[src/rtl/multicycle_controlunit_if.sv]
`default_nettype none
// ============================================================================
//  Module   : multicycle_controlunit_if
//  Purpose  : Instruction handshake and datapath control bundle between
//             instruction fetch (master) and the multi-cycle control unit
//             (slave).
//  Revision : 1.0 - initial release
// ============================================================================
interface multicycle_controlunit_if #(
  parameter int FUNC_W  = 6,
  parameter int ALUOP_W = 4
);
  logic               instr_valid;
  logic               instr_ready;
  logic               insmsb;
  logic [FUNC_W-1:0]  func;
  logic               flush;
  logic               ALUsrc;
  logic [ALUOP_W-1:0] ALUop;
  logic               Immsel;
  logic               regwrite;
  logic               regreset;
  logic               busy;
  logic               done;
  logic               illegal;

  // Fetch side: offers instructions, observes the control outputs
  modport master (
    output instr_valid, insmsb, func, flush,
    input  instr_ready, ALUsrc, ALUop, Immsel, regwrite, regreset,
           busy, done, illegal
  );

  // Control unit side
  modport slave (
    input  instr_valid, insmsb, func, flush,
    output instr_ready, ALUsrc, ALUop, Immsel, regwrite, regreset,
           busy, done, illegal
  );
endinterface
`default_nettype wire

[src/rtl/multicycle_controlunit.sv]
`default_nettype none
// ============================================================================
//  Module   : multicycle_controlunit
//  Purpose  : Multi-cycle control unit. Accepts one instruction per
//             handshake and sequences it through DECODE, EXEC (1 or
//             EXEC_CYCLES cycles) and WB, holding the decoded ALU controls
//             stable for the whole instruction.
//  Revision : 1.0 - initial release
// ============================================================================
module multicycle_controlunit #(
  parameter int FUNC_W      = 6,
  parameter int ALUOP_W     = 4,
  parameter int NUM_ALU_OPS = 13,
  parameter int MC_OP_BASE  = 10,
  parameter int EXEC_CYCLES = 4
) (
  input  wire                      clk,
  input  wire                      rstn,
  multicycle_controlunit_if.slave  bus
);

  localparam int C_CNT_W = $clog2(EXEC_CYCLES + 1);

  typedef enum logic [2:0] {
    S_RST    = 3'd0,
    S_IDLE   = 3'd1,
    S_DECODE = 3'd2,
    S_EXEC   = 3'd3,
    S_WB     = 3'd4
  } state_t;

  state_t             r_state;
  state_t             w_next;
  logic [ALUOP_W-1:0] r_aluop;
  logic               r_insmsb;
  logic [C_CNT_W-1:0] r_cnt;
  logic               w_accept;
  logic               w_illegal_op;
  logic               w_multi_op;

  // Opcode classification is taken from the captured opcode register
  assign w_accept     = (r_state == S_IDLE) && bus.instr_valid && !bus.flush;
  assign w_illegal_op = int'(r_aluop) >= NUM_ALU_OPS;
  assign w_multi_op   = int'(r_aluop) >= MC_OP_BASE;

  // State register; reset forces RST immediately
  always_ff @(posedge clk or negedge rstn) begin
    if (!rstn) begin
      r_state <= S_RST;
    end else begin
      r_state <= w_next;
    end
  end

  // Next-state logic
  always_comb begin
    w_next = r_state;
    case (r_state)
      S_RST:    w_next = S_IDLE;
      S_IDLE:   if (w_accept) w_next = S_DECODE;
      S_DECODE: begin
        if (bus.flush || w_illegal_op) w_next = S_IDLE;
        else                           w_next = S_EXEC;
      end
      S_EXEC: begin
        if (bus.flush)                 w_next = S_IDLE;
        else if (r_cnt == '0)          w_next = S_WB;
      end
      S_WB:     w_next = S_IDLE;
      default:  w_next = S_RST;
    endcase
  end

  // Instruction capture at acceptance so decoded controls are valid in DECODE
  always_ff @(posedge clk or negedge rstn) begin
    if (!rstn) begin
      r_aluop  <= '0;
      r_insmsb <= 1'b0;
    end else if (w_accept) begin
      r_aluop  <= bus.func[FUNC_W-1 -: ALUOP_W];
      r_insmsb <= bus.insmsb;
    end
  end

  // EXEC length counter: loaded in DECODE, counts down to zero in EXEC
  always_ff @(posedge clk or negedge rstn) begin
    if (!rstn) begin
      r_cnt <= '0;
    end else if (r_state == S_DECODE) begin
      r_cnt <= w_multi_op ? C_CNT_W'(EXEC_CYCLES - 1) : '0;
    end else if ((r_state == S_EXEC) && (r_cnt != '0)) begin
      r_cnt <= r_cnt - C_CNT_W'(1);
    end
  end

  // Outputs decode from registered state; only WB strobes see flush directly
  assign bus.instr_ready = (r_state == S_IDLE);
  assign bus.busy        = (r_state == S_DECODE) || (r_state == S_EXEC) ||
                           (r_state == S_WB);
  assign bus.regwrite    = (r_state == S_WB) && !bus.flush;
  assign bus.done        = (r_state == S_WB) && !bus.flush;
  assign bus.illegal     = (r_state == S_DECODE) && w_illegal_op;
  assign bus.regreset    = (r_state == S_RST);
  assign bus.ALUop       = r_aluop;
  assign bus.ALUsrc      = r_insmsb;
  assign bus.Immsel      = r_insmsb;

endmodule
`default_nettype wire

[src/flat_wrapper.sv]
// flat-port wrapper written by rule: the top's interface ports become plain ports
module multicycle_controlunit_flat 
#(
  parameter int FUNC_W      = 6,
  parameter int ALUOP_W     = 4,
  parameter int NUM_ALU_OPS = 13,
  parameter int MC_OP_BASE  = 10,
  parameter int EXEC_CYCLES = 4
)
  (clk, rstn, bus_instr_valid, bus_insmsb, bus_func, bus_flush, bus_instr_ready, bus_ALUsrc, bus_ALUop, bus_Immsel, bus_regwrite, bus_regreset, bus_busy, bus_done, bus_illegal);
  multicycle_controlunit_if #(.FUNC_W(FUNC_W), .ALUOP_W(ALUOP_W)) bus_i ();
  input  wire clk;
  input  wire rstn;
  input wire logic [$bits(bus_i.instr_valid)-1:0] bus_instr_valid;
  input wire logic [$bits(bus_i.insmsb)-1:0] bus_insmsb;
  input wire logic [$bits(bus_i.func)-1:0] bus_func;
  input wire logic [$bits(bus_i.flush)-1:0] bus_flush;
  output wire logic [$bits(bus_i.instr_ready)-1:0] bus_instr_ready;
  output wire logic [$bits(bus_i.ALUsrc)-1:0] bus_ALUsrc;
  output wire logic [$bits(bus_i.ALUop)-1:0] bus_ALUop;
  output wire logic [$bits(bus_i.Immsel)-1:0] bus_Immsel;
  output wire logic [$bits(bus_i.regwrite)-1:0] bus_regwrite;
  output wire logic [$bits(bus_i.regreset)-1:0] bus_regreset;
  output wire logic [$bits(bus_i.busy)-1:0] bus_busy;
  output wire logic [$bits(bus_i.done)-1:0] bus_done;
  output wire logic [$bits(bus_i.illegal)-1:0] bus_illegal;
  assign bus_i.instr_valid = bus_instr_valid;
  assign bus_i.insmsb = bus_insmsb;
  assign bus_i.func = bus_func;
  assign bus_i.flush = bus_flush;
  assign bus_instr_ready = bus_i.instr_ready;
  assign bus_ALUsrc = bus_i.ALUsrc;
  assign bus_ALUop = bus_i.ALUop;
  assign bus_Immsel = bus_i.Immsel;
  assign bus_regwrite = bus_i.regwrite;
  assign bus_regreset = bus_i.regreset;
  assign bus_busy = bus_i.busy;
  assign bus_done = bus_i.done;
  assign bus_illegal = bus_i.illegal;
  multicycle_controlunit #(.FUNC_W(FUNC_W), .ALUOP_W(ALUOP_W), .NUM_ALU_OPS(NUM_ALU_OPS), .MC_OP_BASE(MC_OP_BASE), .EXEC_CYCLES(EXEC_CYCLES)) u_core (.clk(clk), .rstn(rstn), .bus(bus_i));
endmodule
[config.mk]
export PLATFORM = sky130hd
export DESIGN_NAME = multicycle_controlunit_flat
export DESIGN_NICKNAME = d
export VERILOG_FILES = /design/src/rtl/multicycle_controlunit_if.sv /design/src/rtl/multicycle_controlunit.sv /design/src/flat_wrapper.sv
export SDC_FILE = /design/constraint.sdc
export NUM_CORES = 1
export LEC_CHECK = 0
export ABC_AREA = 1
export CORE_UTILIZATION = 46
export CTS_CLUSTER_SIZE = 25
export DETAILED_ROUTE_END_ITERATION = 8
export PLACE_DENSITY = 0.9
export SLEW_MARGIN = 10
export SYNTH_ARGS = -nofsm -noshare
export SYNTH_HDL_FRONTEND = slang
export SYNTH_SLANG_ARGS = --single-unit
[constraint.sdc]
create_clock -name clk -period 2.75 [get_ports clk]
set_input_delay 0.6875 -clock clk [delete_from_list [all_inputs] [get_ports clk]]
set_output_delay 0.6875 -clock clk [all_outputs]
set_load 0.01 [all_outputs]
* After elaboration in Yosys (flattened, before gate mapping)
Cells that the tools add are included.
Word-level totals: register bits after elaboration 11, input bits 11, output and inout port bits 12, word-level logic and storage cells 36
Operators by class: add/subtract/negate cells 1, magnitude comparators 2, equality and inequality tests 6, muxes and demuxes 8, reduce and logical (&&, ||, !) cells 15
Operators by type and width (count):
- $mux W3 | 5
- $pmux W3 S4 | 1
- $ge A4 B4 Y1 const B | 2
- $eq A3 B2 Y1 const B | 2
- $logic_not A3 Y1 | 2
- $logic_and A1 B1 Y1 | 5
- $mux W2 | 2
- $eq A3 B1 Y1 const B | 1
- $eq A3 B3 Y1 const B | 1
- $logic_or A1 B1 Y1 | 3
- $ne A3 B2 Y1 const B | 1
- $reduce_bool A3 Y1 | 1
- $sub A3 B1 Y3 const B | 1
- $ne A2 B1 Y1 const B | 1
- $reduce_and A2 Y1 | 1
- $reduce_bool A2 Y1 | 1
- $reduce_or A2 Y1 | 1
- $logic_not A1 Y1 | 1

* Depth between registers and ports, before layout
depth in word-level cells 5, depth in mapped cells 8, depth with buffers taken out 8

* Worst setup path after synthesis
Ideal clock, no wire load.
kind register to output, start point register u_core.r_state[1], end point output bus_regwrite, data arrival time 1.241 ns, data required time 2.062 ns, setup slack 0.821 ns, stages on the path, launching flop included 4, buffers on the path 1, cells stage by stage dfrtp_1 > or2_2 > nor3_1 > buf_4
On the way: word-level cells in the longest chain between the ends 2
RTL lines:
- start, declared | line multicycle_controlunit.sv:32 | state_t r_state;
- start signal, assigned | line multicycle_controlunit.sv:51 | r_state <= w_next;
- $eq A3 B3 Y1
- $logic_and A1 B1 Y1
- end, declared | line flat_wrapper.sv:22 | output wire logic [$bits(bus_i.regwrite)-1:0] bus_regwrite;
Every way passes these cells.

* Worst setup path in the final report
start point input bus_flush, end point output bus_done
On the way: word-level cells in the longest chain between the ends 2
RTL lines:
- start, declared | line flat_wrapper.sv:17 | input wire logic [$bits(bus_i.flush)-1:0] bus_flush;
- $logic_not A1 Y1 | line multicycle_controlunit.sv:101 | assign bus.done = (r_state == S_WB) && !bus.flush;
- $logic_and A1 B1 Y1 | line multicycle_controlunit.sv:101
- end, declared | line flat_wrapper.sv:25 | output wire logic [$bits(bus_i.done)-1:0] bus_done;
Every way passes these cells.

==> flow_metrics.env <==
export IMPL_status="finished, final reports clean"
export IMPL_hpwlAfterDp_um=989
export IMPL_post_cts_buffers=0
export IMPL_totalWireLength_mm=1.25
export IMPL_die_y_um=39.6
export IMPL_syn_to_final_growth_pct=35.3
export IMPL_clock_tree_buffer_depth=2
export IMPL_ant_nets=0
export IMPL_die_x_um=39.6
export IMPL_numCtsBuffers=3
export IMPL_grt_max_degree=12
export IMPL_pre_cts_ws_ns=0.116
export IMPL_firstDrtPassIters=3
export IMPL_crit_chain="clkdlybuf4s50_1 -> nor3_1 -> clkdlybuf4s50_1"
export IMPL_clk_latency_ns=0.26
export IMPL_synth_net_count=104
export IMPL_start_util_pct=49.5
export IMPL_synthCells=91
export IMPL_cts_resized=0
export IMPL_setup_tns_ns=0
export IMPL_ir_drop_v=0.000536
export IMPL_slew_violations=0
export IMPL_synth_warnings=0
export IMPL_yosysUniqueCellTypes=18
export IMPL_core_um2=1320
export IMPL_tritoncts="yes"
export IMPL_drt_iter0_drc=4
export IMPL_drcViolationCount=0
export IMPL_die_area_um2=1570
export IMPL_crit_arrival_ns=1.95
export IMPL_clock_sinks=11
export IMPL_min_period_ns=2.64
export IMPL_syn_avg_cell_area_um2=7.16
export IMPL_fin_skew_ns=0.000838
export IMPL_via_count=597
export IMPL_grt_pass1_wl_mm=1.97
export IMPL_required_ns=2.06
export IMPL_n_antenna_cell=0
export IMPL_power_density_nw_per_um2=1070
export IMPL_overflow=0
export IMPL_layout_nets=127
export IMPL_whs_ns=0.479
export IMPL_place_gp_congestion=0.770
export IMPL_critPathMaxFanout=3
export IMPL_drive_gt1_share_pct=7.96
export IMPL_cap_violations=0
export IMPL_leakage_nw=0.475
export IMPL_critPathSlowestCell="clkdlybuf4s50_1"
export IMPL_layout_setup_ws_ns=0.114
export IMPL_slowest_delay_ns=0.57
export IMPL_worst_slew_pin_slew_ns=0.512
export IMPL_hold_viol=0
export IMPL_synth_area_um2=652
export IMPL_grt_setup_unrepaired="no"
export IMPL_portBuffers=20
export IMPL_clkTransAtPathRegs_ns=0.07
export IMPL_hold_class="reg -> reg"
export IMPL_ys_ff_latch=11
export IMPL_worst_setup_path_type="in -> out"
export IMPL_ctsHtreeMaxLevel=1
export IMPL_rows=13
export IMPL_viasPerCell=4.66
export IMPL_ys_seq_area_share_pct=42.2
export IMPL_slew_headroom_pct=65.8
export IMPL_max_freq_mhz=379
export IMPL_cts_root_buf="clkbuf_4"
export IMPL_wl_per_cell_um=9.79
export IMPL_setup_viol=0
export IMPL_antenna_found_initial=0
export IMPL_grt_util_all_layers_pct=19.1
export IMPL_grt_pass1_vias=497
export IMPL_cp_start_kind="input pin"
export IMPL_worstSetupEndpointType="output port"
export IMPL_period_share_pct=95.9
export IMPL_ioPinCount=23
export IMPL_cts_hold_buffers=0
export IMPL_critPathMostFrequentCell="clkdlybuf4s50_1"
flip-flops by register name, summed over array words and instances, names as in the netlist:
| name | flops |
|---|---|
| u_core.bus.ALUop | 4 |
| u_core.r_cnt | 3 |
| u_core.r_state | 3 |
| u_core.bus.ALUsrc | 1 |
kinds of logic after synthesis:
family / share of synthesized area, %
buffers and inverters: 13.2
and+or+nand+nor: 32.8
DFF: 42.2
adders and majority gates: 3.84
AOI/OAI and AO/OA: 6.53
xor gates and xnor gates: 1.34
cell usage in the layout (no fill, tap or decap), types with 2 or more instances in the layout:
master and n:
inv_1 18, nand2_1 32, dfrtp_1 11, clkbuf_4 3
nor2_2 2, o21ai_1 6, clkdlybuf4s50_1 20, ha_1 2
nor2_1 4, nand3_1 5
cells in the mapped netlist:
cell type  count  area share, %
a21oi_1        1           0.77
nand2_1       32             18
inv_2          1           0.58
nand3_1        5            3.8
nor2_1         4            2.3
buf_4          2            2.3
o21ai_1        6            4.6
dfrtp_1       11             42
xor2_1         1            1.3
nor2_2         2            1.9
ha_1           2            3.8
nor3_1         1           0.77
o21a_1         1            1.2
inv_1         18             10
nand4_1        1           0.96
nand3_4        1            2.7
nand2_2        1           0.96
or2_2          1           0.96
routing by layer:
layer  up-vias  GRT usage (%)  wire, um
met1       259           22.9       592
met2        18           31.1       580
met4         0           12.9        19
met3         4           2.84        61
li1        316              -         -
met5         -              0         0
worst max-delay path, delay by kind of cell:
kind | cells | cell delay, ns
buffers and inverters | 2 | 1.02
AND/OR/NAND/NOR | 1 | 0.24
through the flow:
step | cells | total power [mW] | instance area, um2 | util (%)
after floorplan | 91 | 0.636 | 652 | -
after global placement | 124 | 0.817 | 856 | 65.0
after detailed placement | 124 | 0.835 | 856 | 65.0
after CTS | 128 | 0.950 | 882 | 67.0
after global routing | 128 | 1.03 | 882 | 67.0
final | 128 | 0.941 | 882 | 67.0
worst paths after layout:
| path | startpoint | end | slack (ns) | cells past startpoint |
|---|---|---|---|---|
| setup / recovery | bus_flush | bus_done | 0.11 | 3 |
| hold / removal | u_core.r_cnt[0]$_DFFE_PN0P_ | u_core.r_cnt[0]$_DFFE_PN0P_ | 0.48 | 2 |
| setup reg to reg | u_core.r_state[2]$_DFFE_PN0P_ | u_core.bus.ALUop[2]$_DFFE_PN0P_ | 1.58 | 6 |
| hold reg to reg | u_core.r_cnt[0]$_DFFE_PN0P_ | u_core.r_cnt[0]$_DFFE_PN0P_ | 0.48 | 2 |
| max in group asynchronous | rstn | u_core.bus.ALUsrc$_DFFE_PN0P_ | 1.65 | 1 |
| min in group asynchronous | rstn | u_core.r_cnt[2]$_DFFE_PN0P_ | 0.76 | 1 |
power breakdown:
group          switching, mW  leakage [nW]  internal [mW]
Combinational          0.277         0.323          0.254
Sequential            0.0654         0.137          0.237
Clock                 0.0512        0.0150         0.0561
final cells by class:
class | count | area [um2]
inverters | 19 | 71.3
flip-flops and latches | 11 | 275
multi-input cells | 59 | 290
fillers | 118 | 435
repair buffers | 20 | 200
well taps | 15 | 18.8
clock buffers | 4 | 26.3
(Power assumes the default switching activity.)
